<file path="src/rtl/gx4000_asic_ram_arbiter.sv">
// Fixed-priority (SPR > DMA > CPU) one-grant-per-cycle arbiter for the ACID 16 KB ASIC RAM port.
// Optional CPU starvation guard, enabled by defining GX4000_ARB_STARVE_GUARD_EN.
module gx4000_asic_ram_arbiter #(
    parameter  int unsigned CPU_MAX_WAIT = 4,
    localparam int unsigned AW           = 14,
    localparam int unsigned DW           = 8
) (
    input  logic          clk_sys,
    input  logic          reset,
    input  logic          plus_mode,
    input  logic          asic_valid,
    input  logic          spr_req,
    input  logic [AW-1:0] spr_addr,
    output logic          spr_ack,
    output logic [DW-1:0] spr_rdata,
    output logic          spr_rvalid,
    input  logic          dma_req,
    input  logic [AW-1:0] dma_addr,
    output logic          dma_ack,
    output logic [DW-1:0] dma_rdata,
    output logic          dma_rvalid,
    input  logic          cpu_req,
    input  logic          cpu_we,
    input  logic [AW-1:0] cpu_addr,
    input  logic [DW-1:0] cpu_wdata,
    output logic          cpu_ack,
    output logic [DW-1:0] cpu_rdata,
    output logic          cpu_rvalid,
    output logic [AW-1:0] ram_addr,
    output logic          ram_rd,
    output logic          ram_wr,
    output logic [DW-1:0] ram_din,
    input  logic [DW-1:0] ram_q,
    output logic [1:0]    owner
);

    typedef enum logic [1:0] {
        OWN_NONE = 2'd0,
        OWN_SPR  = 2'd1,
        OWN_DMA  = 2'd2,
        OWN_CPU  = 2'd3
    } owner_e;

    localparam logic [DW-1:0] GATED_RDATA = DW'(8'hFF);

    if (CPU_MAX_WAIT < 1 || CPU_MAX_WAIT > 15) begin : g_bad_cpu_max_wait
        $error("CPU_MAX_WAIT must lie in 1..15");
    end

    owner_e owner_q;
    owner_e grant_c;
    logic   spr_elig_c;
    logic   dma_elig_c;
    logic   cpu_elig_c;
    logic   cpu_open_c;
    logic   cpu_first_c;

    // Outstanding read: issued at the grant edge, ram_q captured at the following edge.
    logic   ret_valid;
    owner_e ret_owner;
    logic   ret_gated;

    assign owner = owner_q;

    // The previous winner is masked so its falling req cannot win a second time.
    always_comb begin
        spr_elig_c = spr_req && plus_mode && (owner_q != OWN_SPR);
        dma_elig_c = dma_req && plus_mode && (owner_q != OWN_DMA);
        cpu_elig_c = cpu_req && (owner_q != OWN_CPU);
        cpu_open_c = plus_mode && asic_valid;
        grant_c    = OWN_NONE;
        if (cpu_elig_c && cpu_first_c) begin
            grant_c = OWN_CPU;
        end else if (spr_elig_c) begin
            grant_c = OWN_SPR;
        end else if (dma_elig_c) begin
            grant_c = OWN_DMA;
        end else if (cpu_elig_c) begin
            grant_c = OWN_CPU;
        end
    end

`ifdef GX4000_ARB_STARVE_GUARD_EN
    localparam logic [3:0] WAIT_MAX = 4'(CPU_MAX_WAIT);

    logic [3:0] cpu_wait;

    // Counts eligible-but-losing cycles; at saturation the CPU takes the next decision.
    always_ff @(posedge clk_sys) begin
        if (reset) begin
            cpu_wait <= '0;
        end else if (!cpu_req || grant_c == OWN_CPU) begin
            cpu_wait <= '0;
        end else if (cpu_elig_c && cpu_wait != WAIT_MAX) begin
            cpu_wait <= cpu_wait + 4'd1;
        end
    end

    assign cpu_first_c = (cpu_wait == WAIT_MAX);
`else
    assign cpu_first_c = 1'b0;
`endif

    // Grant stage: owner, acks, RAM strobes and the return-register entry.
    always_ff @(posedge clk_sys) begin
        if (reset) begin
            owner_q   <= OWN_NONE;
            spr_ack   <= 1'b0;
            dma_ack   <= 1'b0;
            cpu_ack   <= 1'b0;
            ram_addr  <= '0;
            ram_rd    <= 1'b0;
            ram_wr    <= 1'b0;
            ram_din   <= '0;
            ret_valid <= 1'b0;
            ret_owner <= OWN_NONE;
            ret_gated <= 1'b0;
        end else begin
            owner_q   <= grant_c;
            spr_ack   <= (grant_c == OWN_SPR);
            dma_ack   <= (grant_c == OWN_DMA);
            cpu_ack   <= (grant_c == OWN_CPU);
            ram_rd    <= 1'b0;
            ram_wr    <= 1'b0;
            ret_valid <= 1'b0;
            ret_gated <= 1'b0;
            ret_owner <= grant_c;
            unique case (grant_c)
                OWN_SPR: begin
                    ram_addr  <= spr_addr;
                    ram_rd    <= 1'b1;
                    ret_valid <= 1'b1;
                end
                OWN_DMA: begin
                    ram_addr  <= dma_addr;
                    ram_rd    <= 1'b1;
                    ret_valid <= 1'b1;
                end
                OWN_CPU: begin
                    ram_addr  <= cpu_addr;
                    ram_din   <= cpu_wdata;
                    ram_wr    <= cpu_we && cpu_open_c;
                    ram_rd    <= !cpu_we && cpu_open_c;
                    ret_valid <= !cpu_we;
                    ret_gated <= !cpu_open_c;
                end
                default: ;
            endcase
        end
    end

    // Return stage: route ram_q (or &FF for a gated CPU read) to the recorded owner.
    always_ff @(posedge clk_sys) begin
        if (reset) begin
            spr_rvalid <= 1'b0;
            dma_rvalid <= 1'b0;
            cpu_rvalid <= 1'b0;
            spr_rdata  <= '0;
            dma_rdata  <= '0;
            cpu_rdata  <= '0;
        end else begin
            spr_rvalid <= ret_valid && (ret_owner == OWN_SPR);
            dma_rvalid <= ret_valid && (ret_owner == OWN_DMA);
            cpu_rvalid <= ret_valid && (ret_owner == OWN_CPU);
            if (ret_valid) begin
                unique case (ret_owner)
                    OWN_SPR: spr_rdata <= ram_q;
                    OWN_DMA: dma_rdata <= ram_q;
                    OWN_CPU: cpu_rdata <= ret_gated ? GATED_RDATA : ram_q;
                    default: ;
                endcase
            end
        end
    end

endmodule

</file>
<file path="config.mk">
export PLATFORM = sky130hd
export DESIGN_NAME = gx4000_asic_ram_arbiter
export DESIGN_NICKNAME = d
export VERILOG_FILES = /design/src/rtl/gx4000_asic_ram_arbiter.sv
export SDC_FILE = /design/constraint.sdc
export NUM_CORES = 1
export LEC_CHECK = 0
export ABC_AREA = 1
export CORE_MARGIN = 5
export CORE_UTILIZATION = 30
export DETAILED_ROUTE_END_ITERATION = 6
export MAX_ROUTING_LAYER = met4
export PLACE_DENSITY_LB_ADDON = 0.08
export SYNTH_ARGS = -nofsm -noshare
export SYNTH_HDL_FRONTEND = slang
export SYNTH_SLANG_ARGS = --single-unit
</file>
<file path="constraint.sdc">
create_clock -name clk_sys -period 1.2 [get_ports clk_sys]
set_clock_uncertainty 0.05 [all_clocks]
set_input_delay 0.24 -clock clk_sys [delete_from_list [all_inputs] [get_ports clk_sys]]
set_output_delay 0.24 -clock clk_sys [all_outputs]
set_load 0.02 [all_outputs]
</file>
==> summary.txt, run 1 <==
Floorplanning
  • Placeable Area: 7690 µm²
  • # rows: 32
  • Die span in y: 98.6 µm
  • # IOs: 122
  • DIE WIDTH: 98.6 µm
  • Die area: 9730 µm²
  • Initial core utilization: 0.307

Logic synthesis
  • Cells after Synth: 326
  • Top-count cell post-synth: dfxtp_1
  • Mean Syn Cell Area: 7.23 µm²
  • Sequential-to-total area share from yosys stat: 0.493
  • Synth async-reset ratio: 0
  • Mapped Nets: 392
  • Mapped cell area: 2360 µm²
  • Synth top cells by count: 58 x dfxtp_1, 57 x nor2_1, 42 x nand2_1
  • Synth warn: 0
  • Library cells used by synthesis: 21
  • Synth top area cells: dfxtp_1 49%, nor2_1 9.1%, o21ai_0 7.6%, nand2_1 6.7%, nand3_1 6.6%
  • EDFF count, synth: 0
  • Area leader, netlist: dfxtp_1
  • Synth top area share: 0.493
  • Primary FF master, synth: dfxtp_1
  • #FFs+latches synth: 58

Critical path
  • Crit path max-delay family: simple AND/OR/NAND/NOR gates
  • Worst path depth: 9
  • CP Capture Type: flip-flop
  • Startpoint Class: flip-flop
  • CP arrival: 1530 ps
  • Largest stage delay, worst path: 380 ps
  • Crit path to: ram_addr[11]$_SDFFE_PP0P_
  • Type of the worst setup path: flip-flop to flip-flop
  • Crit Path Max Fanout: 8
  • FF-to-FF setup slack: -160 ps
  • R2R cell count: 9
  • Req. time, crit path: 1370 ps
  • Crit. Startpoint: ret_owner[1]$_SDFF_PP0_
  • Reg2reg start: ret_owner[1]$_SDFF_PP0_
  • Critical-path cell list: inv_4, nand2_4, nand2_8, buf_12, clkinv_8, nand2_4, nand3_2, nor2_2, nor2_1
  • Crit path top cell by count: nand2_4
  • CP max stage cell: dfxtp_4
  • Worst Path Buf+Inv: 3
  • Reg2Reg Capture Point: ram_addr[11]$_SDFFE_PP0P_

Place
  • IO Port Bufs: 121
  • Pre-CTS WS: -609 ps
  • DP HPWL: 5410 µm
  • Cell area after placement: 3890 µm²
  • Placer congestion estimate: 0.795
  • Dpl cells: 562

Power and ir drop
  • Clk pwr share: 0.357
  • PnR Total Power: 5.20 mW
  • Pleak: 2.04 nW
  • Flop pwr share: 0.406
  • Power per cell area: 1180 nW/µm²
  • Worst VDD drop: 0.647 mV
  • Net Sw Frac: 0.280
  • Net Switching: 1.46 mW
  • Pint: 3.75 mW
  • Logic pwr share: 0.237

STA
  • Final worst path period share: 1.13
  • RSZ-0062 raised after global routing: yes
  • Final setup margin: -160 ps
  • Final setup viols: 36
  • Min Tclk post-route: 1360 ps
  • Final Max Slew Viols: 0
  • Final Hold Fails: 0
  • Hold Slack: 388 ps
  • Measured slew at the worst slew-check pin: 618 ps
  • Setup TNS: -2500 ps
  • Slew headroom: 0.587
  • F_max: 735 MHz

CTS
  • H-tree depth: 3
  • CTS tree: built
  • Clk slew on worst S/H paths: 70 ps
  • Root Buffer: clkbuf_8
  • Num CTS Buffers: 9
  • Clk sinks: 58
  • CTS max path bufs: 2
  • Clock latency on the worst-skew pair: 320 ps
  • Hold Buf Count CTS: 0

Status
  • Status: finished with violations
  • Failing checks: negative setup slack

Detailed routing
  • Met3 wire length: 440 µm
  • Via-per-instance ratio: 4.50
  • Vias: 2660
  • Highest routed layer: met4
  • Initial drt markers: 55
  • DRC viols: 0
  • Post-route ant nets: 0
  • Routed length on met2: 4250 µm
  • WL met1: 3600 µm
  • Post-DR wirelength/cell: 14.2 µm
  • Post-Route WL: 8410 µm
  • Drt pass-1 iters: 4

Cells and area
  • Layout cell share with drive strength beyond 1: 0.370
  • Final Util: 0.574
  • Final #Nets: 551
  • Area growth, synth to finish: 87.3%
  • Area of the multi-input gates: 1310 µm²
  • Filler cell count: 760
  • Non-filler cells, final: 591
  • Fin area: 4420 µm²
  • Register area: 1170 µm²
  • Diodes inserted: 0

Worst hold path
  • HP Class: flip-flop to flip-flop

Global routing
  • Number of global-route vias before repair: 2586
  • Global-route wire length before repair: 12900 µm
  • Total global routing overflow: 0
  • Antenna violations before repair: 0
  • Largest net degree at the start of global routing: 34
  • Tot GR Track Use: 0.170

Job
  • Max_cap viols: 0
==> state kept, by name, indices dropped and copies added, names as in the netlist <==
register and count:
dma_rdata 8, spr_rvalid 1, cpu_ack 1, cpu_rvalid 1
cpu_rdata 8, ret_gated 1, ram_wr 1, ram_rd 1
spr_ack 1, dma_rvalid 1, spr_rdata 8, ret_valid 1
ram_addr 14, ram_din 8, ret_owner 2, dma_ack 1
==> worst reg2reg max path: cells and delay by family, from the launching register on <==
kind | cells | cell delay [ps]
buffers and inverters | 3 | 320
DFF | 1 | 380
and+or+nand+nor | 6 | 510
==> layer usage <==
metal,vias up,global-route usage
li1,1377,-
met1,1184,0.207
met2,88,0.277
met3,11,0.0425
met4,0,0.0536
met5,-,-
==> power by group through the flow <==
stage	Combinational [mW]	Clock [mW]	Sequential (mW)
6_report	1.23	1.86	2.11
5_1_grt	1.33	1.98	2.13
4_1_cts	1.11	1.90	2.10
3_5_place_dp	1.08	0	2.14
3_3_place_gp	1.08	0	2.14
2_1_floorplan	0.349	0	2.27
==> worst min-delay path by stage <==
stage | slack, ps | cells past startpoint | startpoint | end
2_1_floorplan | 320 | 2 | cpu_we | ram_wr$_SDFF_PP0_
3_3_place_gp | 380 | 2 | spr_rdata[7]$_SDFFE_PP0P_ | spr_rdata[7]$_SDFFE_PP0P_
3_5_place_dp | 390 | 2 | spr_rdata[0]$_SDFFE_PP0P_ | spr_rdata[0]$_SDFFE_PP0P_
4_1_cts | 390 | 4 | plus_mode | ret_gated$_SDFF_PP0_
5_1_grt | 410 | 2 | spr_rdata[3]$_SDFFE_PP0P_ | spr_rdata[3]$_SDFFE_PP0P_
6_report | 390 | 2 | dma_rdata[1]$_SDFFE_PP0P_ | dma_rdata[1]$_SDFFE_PP0P_
==> cell type report <==
| class | instances | area share |
|---|---|---|
| inverters | 42 | 0.0408 |
| repair inverters | 2 | 0.00567 |
| clock inverters | 2 | 0.00793 |
| well taps | 102 | 0.0289 |
| repair buffers | 160 | 0.318 |
| multi-input cells | 212 | 0.296 |
| flip-flops and latches | 58 | 0.265 |
| clock buffers | 13 | 0.0383 |
==> cells by family after synthesis <==
group | Yosys count | synth area share
AO/OA/AOI/OAI | 66 | 0.144
buffers and inverters | 59 | 0.105
flip-flops | 58 | 0.493
AND/OR/NAND/NOR | 143 | 0.259
==> repair_timing <==
action                                 in CTS  in global routing
gates cloned                                5                  4
setup endpoints to repair                  85                 53
buffers inserted                            2                  4
endpoints found under the hold margin       0                  0
gates resized for setup                   274                 59
pin swaps                                   9                 25
==> placed cells by master, fill, tap and decap left out, drive strengths merged <==
cell type / instances
dfxtp: 58
clkbuf: 16
o211ai: 1
a211oi: 1
bufinv: 1
clkdlybuf4s50: 64
dlygate4sd2: 1
o21ai: 38
inv: 41
a21oi: 26
buf: 91
nor2: 57
nand2: 43
nor3: 10
nand3: 36
clkinv: 4
clkdlybuf4s15: 1
Power figures use the tool's default switching activity.
==> run 2: changes to the inputs <==
--- a/config.mk
+++ b/config.mk
@@ -11,6 +11,7 @@
 export DETAILED_ROUTE_END_ITERATION = 6
 export MAX_ROUTING_LAYER = met4
 export PLACE_DENSITY_LB_ADDON = 0.08
+export SLEW_MARGIN = 40
 export SYNTH_ARGS = -nofsm -noshare
 export SYNTH_HDL_FRONTEND = slang
 export SYNTH_SLANG_ARGS = --single-unit
==> results of run 2 <==
Same layout as run 1: the final DEF is identical, and so are final timing and power.
